===== src/rtl/dispatch_credit_ctrl_pkg.sv =====
// ============================================================================
// dispatch_credit_ctrl_pkg : shared types, widths and helpers -- Rev 1.0
// ============================================================================
`default_nettype none

package dispatch_credit_ctrl_pkg;

  localparam int DISPATCH_WIDTH = 4;

  typedef enum logic [1:0] {
    RUN     = 2'd0,
    BLOCKED = 2'd1,
    DRAIN   = 2'd2
  } state_e;

  function automatic int credit_w(input int size);
    return $clog2(size + 1);
  endfunction

  function automatic logic [2:0] popcount4(input logic [3:0] v);
    return 3'(v[0]) + 3'(v[1]) + 3'(v[2]) + 3'(v[3]);
  endfunction

endpackage

`default_nettype wire


===== src/rtl/dispatch_credit_ctrl_if.sv =====
// ============================================================================
// dispatch_credit_ctrl_if : rename-side bundle and dispatch-side bundle -- Rev 1.0
// ============================================================================
`default_nettype none

interface dispatch_credit_ctrl_if #(
  parameter int PKT_W = 160
);

  logic             renameReady_i;
  logic [PKT_W-1:0] renamedPacket0_i;
  logic [PKT_W-1:0] renamedPacket1_i;
  logic [PKT_W-1:0] renamedPacket2_i;
  logic [PKT_W-1:0] renamedPacket3_i;
  logic [3:0]       isLoad_i;
  logic [3:0]       isStore_i;
  logic             stall_o;

  logic             dispatchReady_o;
  logic [PKT_W-1:0] dispatchPacket0_o;
  logic [PKT_W-1:0] dispatchPacket1_o;
  logic [PKT_W-1:0] dispatchPacket2_o;
  logic [PKT_W-1:0] dispatchPacket3_o;
  logic [2:0]       lqAlloc_o;
  logic [2:0]       sqAlloc_o;

  modport master (
    output renameReady_i, renamedPacket0_i, renamedPacket1_i,
           renamedPacket2_i, renamedPacket3_i, isLoad_i, isStore_i,
    input  stall_o, dispatchReady_o, dispatchPacket0_o, dispatchPacket1_o,
           dispatchPacket2_o, dispatchPacket3_o, lqAlloc_o, sqAlloc_o
  );

  modport slave (
    input  renameReady_i, renamedPacket0_i, renamedPacket1_i,
           renamedPacket2_i, renamedPacket3_i, isLoad_i, isStore_i,
    output stall_o, dispatchReady_o, dispatchPacket0_o, dispatchPacket1_o,
           dispatchPacket2_o, dispatchPacket3_o, lqAlloc_o, sqAlloc_o
  );

endinterface

`default_nettype wire


===== src/rtl/dispatch_credit_ctrl_credit_counter.sv =====
// ============================================================================
// credit_counter : free-entry credit with used/release update and >=N compare -- Rev 1.0
// ============================================================================
`default_nettype none

module credit_counter #(
  parameter int SIZE = 32
) (
  input  wire logic                       clk,
  input  wire logic                       reset,
  input  wire logic                       flush_i,
  input  wire logic [2:0]                 used_i,
  input  wire logic [2:0]                 release_i,
  input  wire logic [2:0]                 need_i,
  output logic      [$clog2(SIZE+1)-1:0]  count_o,
  output logic                            enough_o
);

  localparam int         W      = $clog2(SIZE + 1);
  localparam logic [W:0] SIZE_C = (W+1)'(SIZE);

  logic [W-1:0] count_q;
  logic [W-1:0] count_d;
  logic [W:0]   sum;

  // used never exceeds the credit because dispatch is gated by enough_o
  always_comb begin
    sum     = {1'b0, count_q} + (W+1)'(release_i) - (W+1)'(used_i);
    count_d = (sum > SIZE_C) ? SIZE_C[W-1:0] : sum[W-1:0];
  end

  always_ff @(posedge clk) begin
    if (reset) begin
      count_q <= W'(SIZE);
    end else if (flush_i) begin
      count_q <= W'(SIZE);
    end else begin
      assert (sum <= SIZE_C)
        else $error("credit_counter: release pushes credit above SIZE=%0d", SIZE);
      count_q <= count_d;
    end
  end

  assign count_o  = count_q;
  assign enough_o = ({1'b0, count_q} >= (W+1)'(need_i));

endmodule

`default_nettype wire


===== src/rtl/dispatch_credit_ctrl.sv =====
// ============================================================================
// dispatch_credit_ctrl : credit-checked rename->dispatch register with flush drain.
// Optional stall statistics under DISPATCH_STALL_STATS_EN. Rev 1.0
// ============================================================================
`default_nettype none

module dispatch_credit_ctrl
  import dispatch_credit_ctrl_pkg::*;
#(
  parameter int PKT_W       = 160,
  parameter int IQ_SIZE     = 32,
  parameter int AL_SIZE     = 64,
  parameter int LQ_SIZE     = 16,
  parameter int SQ_SIZE     = 16,
  parameter int FLUSH_DRAIN = 3
) (
  input  wire logic                          clk,
  input  wire logic                          reset,
  input  wire logic                          flush_i,
  dispatch_credit_ctrl_if.slave              bus,
  input  wire logic [2:0]                    iqRelease_i,
  input  wire logic [2:0]                    alRelease_i,
  input  wire logic [2:0]                    lqRelease_i,
  input  wire logic [2:0]                    sqRelease_i,
  output logic [credit_w(IQ_SIZE)-1:0]       iqFree_o,
  output logic [credit_w(AL_SIZE)-1:0]       alFree_o,
  output logic [credit_w(LQ_SIZE)-1:0]       lqFree_o,
  output logic [credit_w(SQ_SIZE)-1:0]       sqFree_o
`ifdef DISPATCH_STALL_STATS_EN
  ,
  output logic [31:0]                        stallIq_o,
  output logic [31:0]                        stallAl_o,
  output logic [31:0]                        stallLq_o,
  output logic [31:0]                        stallSq_o
`endif
);

  localparam int       CNT_W    = (FLUSH_DRAIN > 1) ? $clog2(FLUSH_DRAIN) : 1;
  localparam logic [2:0] WIDTH_C = 3'(DISPATCH_WIDTH);

  state_e             state_q;
  logic [CNT_W-1:0]   drainCnt_q;
  logic               dispatchReady_q;
  logic [PKT_W-1:0]   pkt_q [DISPATCH_WIDTH];
  logic [2:0]         lqAlloc_q;
  logic [2:0]         sqAlloc_q;

  logic [2:0] nLd, nSt;
  logic       iqOk, alOk, lqOk, sqOk, fit;
  logic       dispatch, stall;

  assign nLd = popcount4(bus.isLoad_i);
  assign nSt = popcount4(bus.isStore_i);
  assign fit = iqOk && alOk && lqOk && sqOk;

  assign dispatch = !flush_i && (state_q != DRAIN) && bus.renameReady_i && fit;

  always_comb begin
    stall = 1'b0;
    case (state_q)
      RUN:     stall = bus.renameReady_i && !fit;
      BLOCKED: stall = !fit;
      DRAIN:   stall = 1'b1;
      default: stall = 1'b0;
    endcase
  end

  credit_counter #(.SIZE(IQ_SIZE)) u_iq (
    .clk(clk), .reset(reset), .flush_i(flush_i),
    .used_i(dispatch ? WIDTH_C : 3'd0), .release_i(iqRelease_i), .need_i(WIDTH_C),
    .count_o(iqFree_o), .enough_o(iqOk)
  );

  credit_counter #(.SIZE(AL_SIZE)) u_al (
    .clk(clk), .reset(reset), .flush_i(flush_i),
    .used_i(dispatch ? WIDTH_C : 3'd0), .release_i(alRelease_i), .need_i(WIDTH_C),
    .count_o(alFree_o), .enough_o(alOk)
  );

  credit_counter #(.SIZE(LQ_SIZE)) u_lq (
    .clk(clk), .reset(reset), .flush_i(flush_i),
    .used_i(dispatch ? nLd : 3'd0), .release_i(lqRelease_i), .need_i(nLd),
    .count_o(lqFree_o), .enough_o(lqOk)
  );

  credit_counter #(.SIZE(SQ_SIZE)) u_sq (
    .clk(clk), .reset(reset), .flush_i(flush_i),
    .used_i(dispatch ? nSt : 3'd0), .release_i(sqRelease_i), .need_i(nSt),
    .count_o(sqFree_o), .enough_o(sqOk)
  );

  always_ff @(posedge clk) begin
    if (reset) begin
      state_q         <= RUN;
      drainCnt_q      <= '0;
      dispatchReady_q <= 1'b0;
      lqAlloc_q       <= 3'd0;
      sqAlloc_q       <= 3'd0;
      for (int i = 0; i < DISPATCH_WIDTH; i++) pkt_q[i] <= '0;
    end else if (flush_i) begin
      state_q         <= DRAIN;
      drainCnt_q      <= CNT_W'(FLUSH_DRAIN - 1);
      dispatchReady_q <= 1'b0;
      lqAlloc_q       <= 3'd0;
      sqAlloc_q       <= 3'd0;
      for (int i = 0; i < DISPATCH_WIDTH; i++) pkt_q[i] <= '0;
    end else begin
      dispatchReady_q <= dispatch;
      // packets only move on dispatch so they hold while the valid flag is low
      if (dispatch) begin
        pkt_q[0]  <= bus.renamedPacket0_i;
        pkt_q[1]  <= bus.renamedPacket1_i;
        pkt_q[2]  <= bus.renamedPacket2_i;
        pkt_q[3]  <= bus.renamedPacket3_i;
        lqAlloc_q <= nLd;
        sqAlloc_q <= nSt;
      end
      case (state_q)
        RUN: begin
          if (bus.renameReady_i && !fit) state_q <= BLOCKED;
        end
        BLOCKED: begin
          if (!bus.renameReady_i || fit) state_q <= RUN;
        end
        DRAIN: begin
          if (drainCnt_q == '0) state_q <= RUN;
          else                  drainCnt_q <= drainCnt_q - 1'b1;
        end
        default: state_q <= RUN;
      endcase
    end
  end

  assign bus.stall_o           = stall;
  assign bus.dispatchReady_o   = dispatchReady_q;
  assign bus.dispatchPacket0_o = pkt_q[0];
  assign bus.dispatchPacket1_o = pkt_q[1];
  assign bus.dispatchPacket2_o = pkt_q[2];
  assign bus.dispatchPacket3_o = pkt_q[3];
  assign bus.lqAlloc_o         = lqAlloc_q;
  assign bus.sqAlloc_o         = sqAlloc_q;

`ifdef DISPATCH_STALL_STATS_EN
  logic [31:0] stallIq_q, stallAl_q, stallLq_q, stallSq_q;
  logic        statHit;

  // flush does not clear the statistics
  assign statHit = stall && (state_q != DRAIN);

  always_ff @(posedge clk) begin
    if (reset) begin
      stallIq_q <= '0;
      stallAl_q <= '0;
      stallLq_q <= '0;
      stallSq_q <= '0;
    end else if (statHit) begin
      if (!iqOk && stallIq_q != '1) stallIq_q <= stallIq_q + 32'd1;
      if (!alOk && stallAl_q != '1) stallAl_q <= stallAl_q + 32'd1;
      if (!lqOk && stallLq_q != '1) stallLq_q <= stallLq_q + 32'd1;
      if (!sqOk && stallSq_q != '1) stallSq_q <= stallSq_q + 32'd1;
    end
  end

  assign stallIq_o = stallIq_q;
  assign stallAl_o = stallAl_q;
  assign stallLq_o = stallLq_q;
  assign stallSq_o = stallSq_q;
`endif

endmodule

`default_nettype wire


===== src/flat_wrapper.sv =====
// flat-port wrapper written by rule: the top's interface ports become plain ports
module dispatch_credit_ctrl_flat import dispatch_credit_ctrl_pkg::*;
#(
  parameter int PKT_W       = 160,
  parameter int IQ_SIZE     = 32,
  parameter int AL_SIZE     = 64,
  parameter int LQ_SIZE     = 16,
  parameter int SQ_SIZE     = 16,
  parameter int FLUSH_DRAIN = 3
)
  (clk, reset, flush_i, iqRelease_i, alRelease_i, lqRelease_i, sqRelease_i, iqFree_o, alFree_o, lqFree_o, sqFree_o, bus_renameReady_i, bus_renamedPacket0_i, bus_renamedPacket1_i, bus_renamedPacket2_i, bus_renamedPacket3_i, bus_isLoad_i, bus_isStore_i, bus_stall_o, bus_dispatchReady_o, bus_dispatchPacket0_o, bus_dispatchPacket1_o, bus_dispatchPacket2_o, bus_dispatchPacket3_o, bus_lqAlloc_o, bus_sqAlloc_o);
  dispatch_credit_ctrl_if #(.PKT_W(PKT_W)) bus_i ();
  input  wire logic clk;
  input  wire logic reset;
  input  wire logic flush_i;
  input  wire logic [2:0] iqRelease_i;
  input  wire logic [2:0] alRelease_i;
  input  wire logic [2:0] lqRelease_i;
  input  wire logic [2:0] sqRelease_i;
  output logic [credit_w(IQ_SIZE)-1:0] iqFree_o;
  output logic [credit_w(AL_SIZE)-1:0] alFree_o;
  output logic [credit_w(LQ_SIZE)-1:0] lqFree_o;
  output logic [credit_w(SQ_SIZE)-1:0] sqFree_o;
  input wire logic [$bits(bus_i.renameReady_i)-1:0] bus_renameReady_i;
  input wire logic [$bits(bus_i.renamedPacket0_i)-1:0] bus_renamedPacket0_i;
  input wire logic [$bits(bus_i.renamedPacket1_i)-1:0] bus_renamedPacket1_i;
  input wire logic [$bits(bus_i.renamedPacket2_i)-1:0] bus_renamedPacket2_i;
  input wire logic [$bits(bus_i.renamedPacket3_i)-1:0] bus_renamedPacket3_i;
  input wire logic [$bits(bus_i.isLoad_i)-1:0] bus_isLoad_i;
  input wire logic [$bits(bus_i.isStore_i)-1:0] bus_isStore_i;
  output wire logic [$bits(bus_i.stall_o)-1:0] bus_stall_o;
  output wire logic [$bits(bus_i.dispatchReady_o)-1:0] bus_dispatchReady_o;
  output wire logic [$bits(bus_i.dispatchPacket0_o)-1:0] bus_dispatchPacket0_o;
  output wire logic [$bits(bus_i.dispatchPacket1_o)-1:0] bus_dispatchPacket1_o;
  output wire logic [$bits(bus_i.dispatchPacket2_o)-1:0] bus_dispatchPacket2_o;
  output wire logic [$bits(bus_i.dispatchPacket3_o)-1:0] bus_dispatchPacket3_o;
  output wire logic [$bits(bus_i.lqAlloc_o)-1:0] bus_lqAlloc_o;
  output wire logic [$bits(bus_i.sqAlloc_o)-1:0] bus_sqAlloc_o;
  assign bus_i.renameReady_i = bus_renameReady_i;
  assign bus_i.renamedPacket0_i = bus_renamedPacket0_i;
  assign bus_i.renamedPacket1_i = bus_renamedPacket1_i;
  assign bus_i.renamedPacket2_i = bus_renamedPacket2_i;
  assign bus_i.renamedPacket3_i = bus_renamedPacket3_i;
  assign bus_i.isLoad_i = bus_isLoad_i;
  assign bus_i.isStore_i = bus_isStore_i;
  assign bus_stall_o = bus_i.stall_o;
  assign bus_dispatchReady_o = bus_i.dispatchReady_o;
  assign bus_dispatchPacket0_o = bus_i.dispatchPacket0_o;
  assign bus_dispatchPacket1_o = bus_i.dispatchPacket1_o;
  assign bus_dispatchPacket2_o = bus_i.dispatchPacket2_o;
  assign bus_dispatchPacket3_o = bus_i.dispatchPacket3_o;
  assign bus_lqAlloc_o = bus_i.lqAlloc_o;
  assign bus_sqAlloc_o = bus_i.sqAlloc_o;
  dispatch_credit_ctrl #(.PKT_W(PKT_W), .IQ_SIZE(IQ_SIZE), .AL_SIZE(AL_SIZE), .LQ_SIZE(LQ_SIZE), .SQ_SIZE(SQ_SIZE), .FLUSH_DRAIN(FLUSH_DRAIN)) u_core (.clk(clk), .reset(reset), .flush_i(flush_i), .bus(bus_i), .iqRelease_i(iqRelease_i), .alRelease_i(alRelease_i), .lqRelease_i(lqRelease_i), .sqRelease_i(sqRelease_i), .iqFree_o(iqFree_o), .alFree_o(alFree_o), .lqFree_o(lqFree_o), .sqFree_o(sqFree_o));
endmodule

===== config.mk =====
export PLATFORM = sky130hd
export DESIGN_NAME = dispatch_credit_ctrl_flat
export DESIGN_NICKNAME = d
export VERILOG_FILES = /design/src/rtl/dispatch_credit_ctrl_pkg.sv /design/src/rtl/dispatch_credit_ctrl_if.sv /design/src/rtl/dispatch_credit_ctrl_credit_counter.sv /design/src/rtl/dispatch_credit_ctrl.sv /design/src/flat_wrapper.sv
export SDC_FILE = /design/constraint.sdc
export NUM_CORES = 1
export LEC_CHECK = 0
export BUFFER_PORTS_ARGS = -buffer_cell sky130_fd_sc_hd__buf_2
export CAP_MARGIN = 30
export CORE_AREA = 2 2 526 528
export CTS_CLUSTER_DIAMETER = 100
export DETAILED_ROUTE_END_ITERATION = 12
export DIE_AREA = 0 0 528 530
export PLACE_DENSITY = 0.3
export SYNTH_ARGS = -nofsm -noshare
export SYNTH_HDL_FRONTEND = slang
export SYNTH_SLANG_ARGS = --single-unit

===== constraint.sdc =====
create_clock -name clk -period 29.2 [get_ports clk]
set_input_delay 5.84 -clock clk [delete_from_list [all_inputs] [get_ports clk]]
set_output_delay 5.84 -clock clk [all_outputs]
set_load 0.01 [all_outputs]

== Word level (Yosys, flattened, before mapping) ==
Memories as Yosys holds them, arrays and structs flattened.
Cells that the tools add are included.
Storage, ports and cells
  memories: 1
  output and inout port bits: 671
  logic and storage cells: 106
  memory bits (writable): 640
  input bits: 664
  bits in registers: 34
Operators by class
  mux-type cells: 29
  magnitude comparators: 8
  bitwise operators: 9
  reduce and logical (&&, ||, !) cells: 23
  equality and inequality tests: 10
  $add $sub $neg: 15
Memories
  u_core.pkt_q: words 4, bits a word 160, read ports 4, clocked after Yosys merged registers in 0, write ports 4, line dispatch_credit_ctrl.sv:44  | logic [PKT_W-1:0] pkt_q [DISPATCH_WIDTH];
Operator list (number)
  $mux 160: 8
  $mux 2: 7
  $add 3x1->3: 4
  $add 5x3->6: 2
  $gt 6x5->1 const B: 2
  $reduce_or 3->1: 4
  $sub 6x3->6: 2
  $ge 5x3->1: 2
  $mux 1: 9
  $mux 3: 3
  $ne 3x2->1 const B: 3
  $add 7x3->8: 1
  $gt 8x7->1 const B: 1
  $or 1x1->1: 8
  $sub 8x3->8: 1
  $add 6x3->7: 1
  $ge 7x3->1 const B: 1
  $gt 7x6->1 const B: 1
  $logic_and 1x1->1: 7
  $sub 7x3->7: 1
  $ge 6x3->1 const B: 1
  $ne 2x1->1 const B: 3
  $pmux 2 s3: 1
  $reduce_and 3->1: 2
  13 further kinds: 19

== Longest topological paths before layout ==
  word-level depth: 12
  mapped depth: 24
  depth with buffers taken out: 23

== By module ==
A second synthesis with hierarchy kept.
Second synthesis, totals
  cells, all modules: 2078
  area, all modules: 27024.7 µm²
By module, submodules not included
  dispatch_credit_ctrl: area each 24559.8 µm², seq. area each 17837.1 µm², cells an instance 1785, times used 1
  credit_counter (u_core.u_al): area each 753.2 µm², seq. area each 140.1 µm², cells an instance 90, times used 1
  credit_counter (u_core.u_iq): area each 633.1 µm², seq. area each 120.1 µm², cells an instance 74, times used 1
  credit_counter (u_core.u_lq): area each 539.3 µm², seq. area each 100.1 µm², cells an instance 65, times used 1
  credit_counter (u_core.u_sq): area each 539.3 µm², seq. area each 100.1 µm², cells an instance 64, times used 1

== Worst setup path after synthesis ==
Ideal clock, no wire load.
  kind: input -> register
  start point: in bus_isLoad_i[0]
  end point: mem u_core.pkt_q[0][0], enable pin
  library setup time: 696 ps
  stages: 14
  slack: 13483 ps
  data arrival time: 15022 ps
  data required time: 28504 ps
  buffers on the path: 1
  path through: ha_1 -> inv_1 -> fa_1 -> inv_1 -> ha_1 -> inv_1 -> ha_1 -> inv_1 -> o41ai_1 -> o2111ai_1 -> clkbuf_1 -> nor2_1 -> inv_1 -> nand2_1
RTL lines
  start, declared: line flat_wrapper.sv:29  | input wire logic [$bits(bus_i.isLoad_i)-1:0] bus_isLoad_i;
  end, declared: line dispatch_credit_ctrl.sv:44

== Worst setup path after layout ==
  start point: in bus_isStore_i[0]
  end point: out bus_stall_o
Between the ends
  word-level cells in the longest chain between the ends: 8
RTL lines
  start, declared: line flat_wrapper.sv:30  | input wire logic [$bits(bus_i.isStore_i)-1:0] bus_isStore_i;
  $add 1x1->2 *: line dispatch_credit_ctrl_pkg.sv:21  | return 3'(v[0]) + 3'(v[1]) + 3'(v[2]) + 3'(v[3]);
  $add 3x1->3 * (2 in series): line dispatch_credit_ctrl_pkg.sv:21
  via u_core.nSt[2]: line dispatch_credit_ctrl.sv:48  | logic [2:0] nLd, nSt;
  $ge 5x3->1 *: line dispatch_credit_ctrl_credit_counter.sv:45  | assign enough_o = ({1'b0, count_q} >= (W+1)'(need_i));
  $logic_and 1x1->1 *: line dispatch_credit_ctrl.sv:54  | assign fit = iqOk && alOk && lqOk && sqOk;
  $logic_not 1->1 *: line dispatch_credit_ctrl.sv:61, dispatch_credit_ctrl.sv:62
  $logic_and 1x1->1: line dispatch_credit_ctrl.sv:61  | RUN: stall = bus.renameReady_i && !fit;
  $pmux 1 s3 *: line dispatch_credit_ctrl.sv:60  | case (state_q)
  end, declared: line flat_wrapper.sv:31  | output wire logic [$bits(bus_i.stall_o)-1:0] bus_stall_o;
The timed path passes the listed nets; every way through them passes the cells marked *.

==> results.md <==
- Share of the synthesized area in the top cell type: 0.5458
- Min-delay src: u_core.pkt_q[2][148]
- Final Wtd Congestion: 0.7947
- Hold-fix buffers at CTS: 0
- # resized after CTS: 0
- Fraction of layout cells with a size suffix above 1: 0.4350
- Synth Instances: 2069
- Met3 wire length: 18.22 mm
- Slew Limit Headroom: 0.3121
- Core ar.: 274800 um2
- Nets: 4104
- Cell Pwr Density: 74.53 nW/um2
- Distinct cells, synth: 55
- WL final: 176.9 mm
- M1 WL: 64.30 mm
- RSZ-0062 raised after global routing: false
- Antenna-violating nets left: 0
- Die Y: 530 um
- Sequential fraction of the synthesis area: 0.6929
- Area delta synth->final: 52.59%
- FF-to-FF path depth: 10
- Hold Fails Final Rpt: 0
- Placed Area: 37290 um2
- Synth top area cells: edfxtp_1 (55%), dfxtp_1 (15%), and2_1 (11%)
- Clock Tree Buf Depth: 4
- Reg2reg end: u_core.pkt_q[3][149]
- RR Startpoint: u_core.u_al.count_o[5]
- # clock sinks: 674
- Vias: 22.18k
- Vias/cell: 3.136
- CTS tree: done
- Max Used Layer: met5
- Post-CTS Setup Inserts: 0
- DR WL met2: 89.75 mm
- Register bit total from synthesis: 674
- Register area: 18300 um2
- Clock Latency Late Sink: 0.80 ns
- FP Rows: 193
- Synthesized area: 26410 um2
- Tcrit/Tclk final: 0.4989
- Max IR drop VDD: 0.00004610 V
- Overall routing resource usage: 0.1207
- LEAKAGE: 17.39 nW
- DRT Pass-1 Iters: 4
- Setup Viol. Count Final: 0
- Fmax: 68.65 MHz
- H-tree levels: 3
- Total CTS buffers: 98
- Footprint of the multi-input gates: 7253 um2
- Max_cap viols: 0
- CP endpoint: bus_stall_o
- I/O pins: 1335
- Die X: 528 um
- Biggest area consumer among synthesized cells: edfxtp_1
- WL/cell: 25.00 um
- Min cycle time layout: 14.57 ns
- Final Skew: 0.05924 ns
- PortBufs: 1334
- WP data arrival: 8.73 ns
- Most frequent cells in the layout: buf_2 (1335), and2_1 (481), edfxtp_1 (480), dfxtp_1 (194), a21oi_1 (179)
- Post-synth net total: 2790
- Critical Path End Type: output port
- Reg2Reg Setup Slack: 23.74 ns
- Critical Path RT: 23.36 ns
- Root Buffer: clkbuf_16
- Starting DRT DRC Count: 944
- DP HPWL: 145.9 mm
- Largest net degree at the start of global routing: 154
- Setup Crit Path Kind: in -> out
- Most common cell after layout, fill and taps aside: buf_2
- Crit-path max FO: 15
- HP Class: reg -> reg
- # DRC: 0
- Initial antenna violation count: 136
- Number of global-route vias before repair: 22.52k
- Clock Pin Slew Worst Setup and Hold Paths: 0.05 ns
- Starting Density: 0.09610
- Final slew viol count: 0
- Post-synth EDFFs: 480
- Synth Flop Type: edfxtp_1
- Congestion Overflow GR: 0
- Yosys warns: 0
- First-pass GRT wire length: 225.7 mm
- Die area: 279800 um2
- Async SR Flop Fraction: 0
- Actual slew at the worst max-slew pin: 1.032 ns
- Critical Path Start Type: input port
- Cell area after layout: 40290 um2
- Worst setup path start: bus_isStore_i[0]
- Fillers: 31.20k
- Syn Area/Cell: 12.76 um2
- Setup_tns: 0 ns
- Outcome: finished, final reports clean
==> sequential cells by signal, summed over array words and instances (netlist names) <==
signal and cells:
u_core.bus.dispatchReady_o 1, u_core.u_sq.count_o 5, u_core.u_lq.count_o 5, u_core.bus.sqAlloc_o 3, u_core.state_q 2, u_core.u_iq.count_o 6, u_core.pkt_q 640, u_core.bus.lqAlloc_o 3
u_core.u_al.count_o 7, u_core.drainCnt_q 2
==> logic make-up after synthesis <==
group                      Yosys count  share of synthesized area
AOI/OAI and AO/OA                  389                    0.07865
DFF                                674                     0.6929
and+or+nand+nor                    718                     0.1599
buffers and inverters              220                    0.03511
adders and majority gates           57                    0.02985
xor gates and xnor gates            11                   0.003648
==> worst min-delay path by stage <==
stage                                 to  slack, ns  cells after the start
finish              u_core.pkt_q[2][148]       0.47                      2
global route        u_core.pkt_q[2][129]       0.49                      2
CTS                 u_core.pkt_q[2][148]       0.47                      2
detailed placement  u_core.pkt_q[2][148]       0.46                      2
global placement    u_core.drainCnt_q[0]       0.45                      2
floorplan              u_core.state_q[0]       0.42                      1
==> per-layer routing <==
| metal | vias to the layer above | global-route usage |
|---|---|---|
| li1 | 9925 | - |
| met1 | 10690 | 0.1276 |
| met2 | 1160 | 0.2193 |
| met3 | 344 | 0.05319 |
| met4 | 64 | 0.02509 |
| met5 | - | 0 |
==> report_power, final <==
group | internal [mW] | switching [mW] | leakage (nW) | total [mW]
Combinational | 0.207 | 0.460 | 8.99 | 0.667
Sequential | 1.15 | 0.0535 | 6.96 | 1.20
Clock | 0.657 | 0.479 | 1.45 | 1.14
==> stage by stage <==
step,util,power (mW),setup slack (ns),hold WS [ns],cells
finish,0.1466,3.003,14.63,0.4690,7075
global route,0.1465,3.166,14.43,0.4866,7056
CTS,0.1464,3.086,14.61,0.4709,7055
detailed placement,0.1357,1.913,14.61,0.4636,6890
global placement,0.1354,1.913,14.56,0.4470,6886
floorplan,-,1.551,13.48,0.4241,2069
==> synthesized netlist by cell type (all sizes together) (3+ instances only) <==
master and instances:
xor2 5, a221oi 3, a211oi 5, nor3 10, o21ai 171, dfxtp 194
edfxtp 480, clkbuf 110, xnor2 6, ha 47, o21a 3, fa 10
inv 75, nor2b 4, nor2 20, nand2b 6, nor4 5, and2 481
a21o 4, a2111oi 3, a21oi 179, buf 35, nand3 164, nand2 13
==> critical path, stage by stage <==
cell      delay, ns
buf_2          0.10
ha_1           0.26
inv_1          0.04
fa_1           0.36
inv_1          0.06
ha_1           0.13
inv_1          0.07
ha_1           0.32
a21oi_1        0.16
a21boi_0       0.20
o221ai_4       0.58
nor2_1         0.15
o31ai_1        0.26
buf_2          0.19
==> cell type report <==
type	count	area share
flip-flops and latches	674	0.4541
multi-input cells	1175	0.1800
repair buffers	1359	0.1723
well taps	3607	0.1120
clock buffers	123	0.06598
clock inverters	42	0.007359
inverters	75	0.006986
diodes	20	0.001242
No activity file was read; power rests on OpenSTA's default activity.
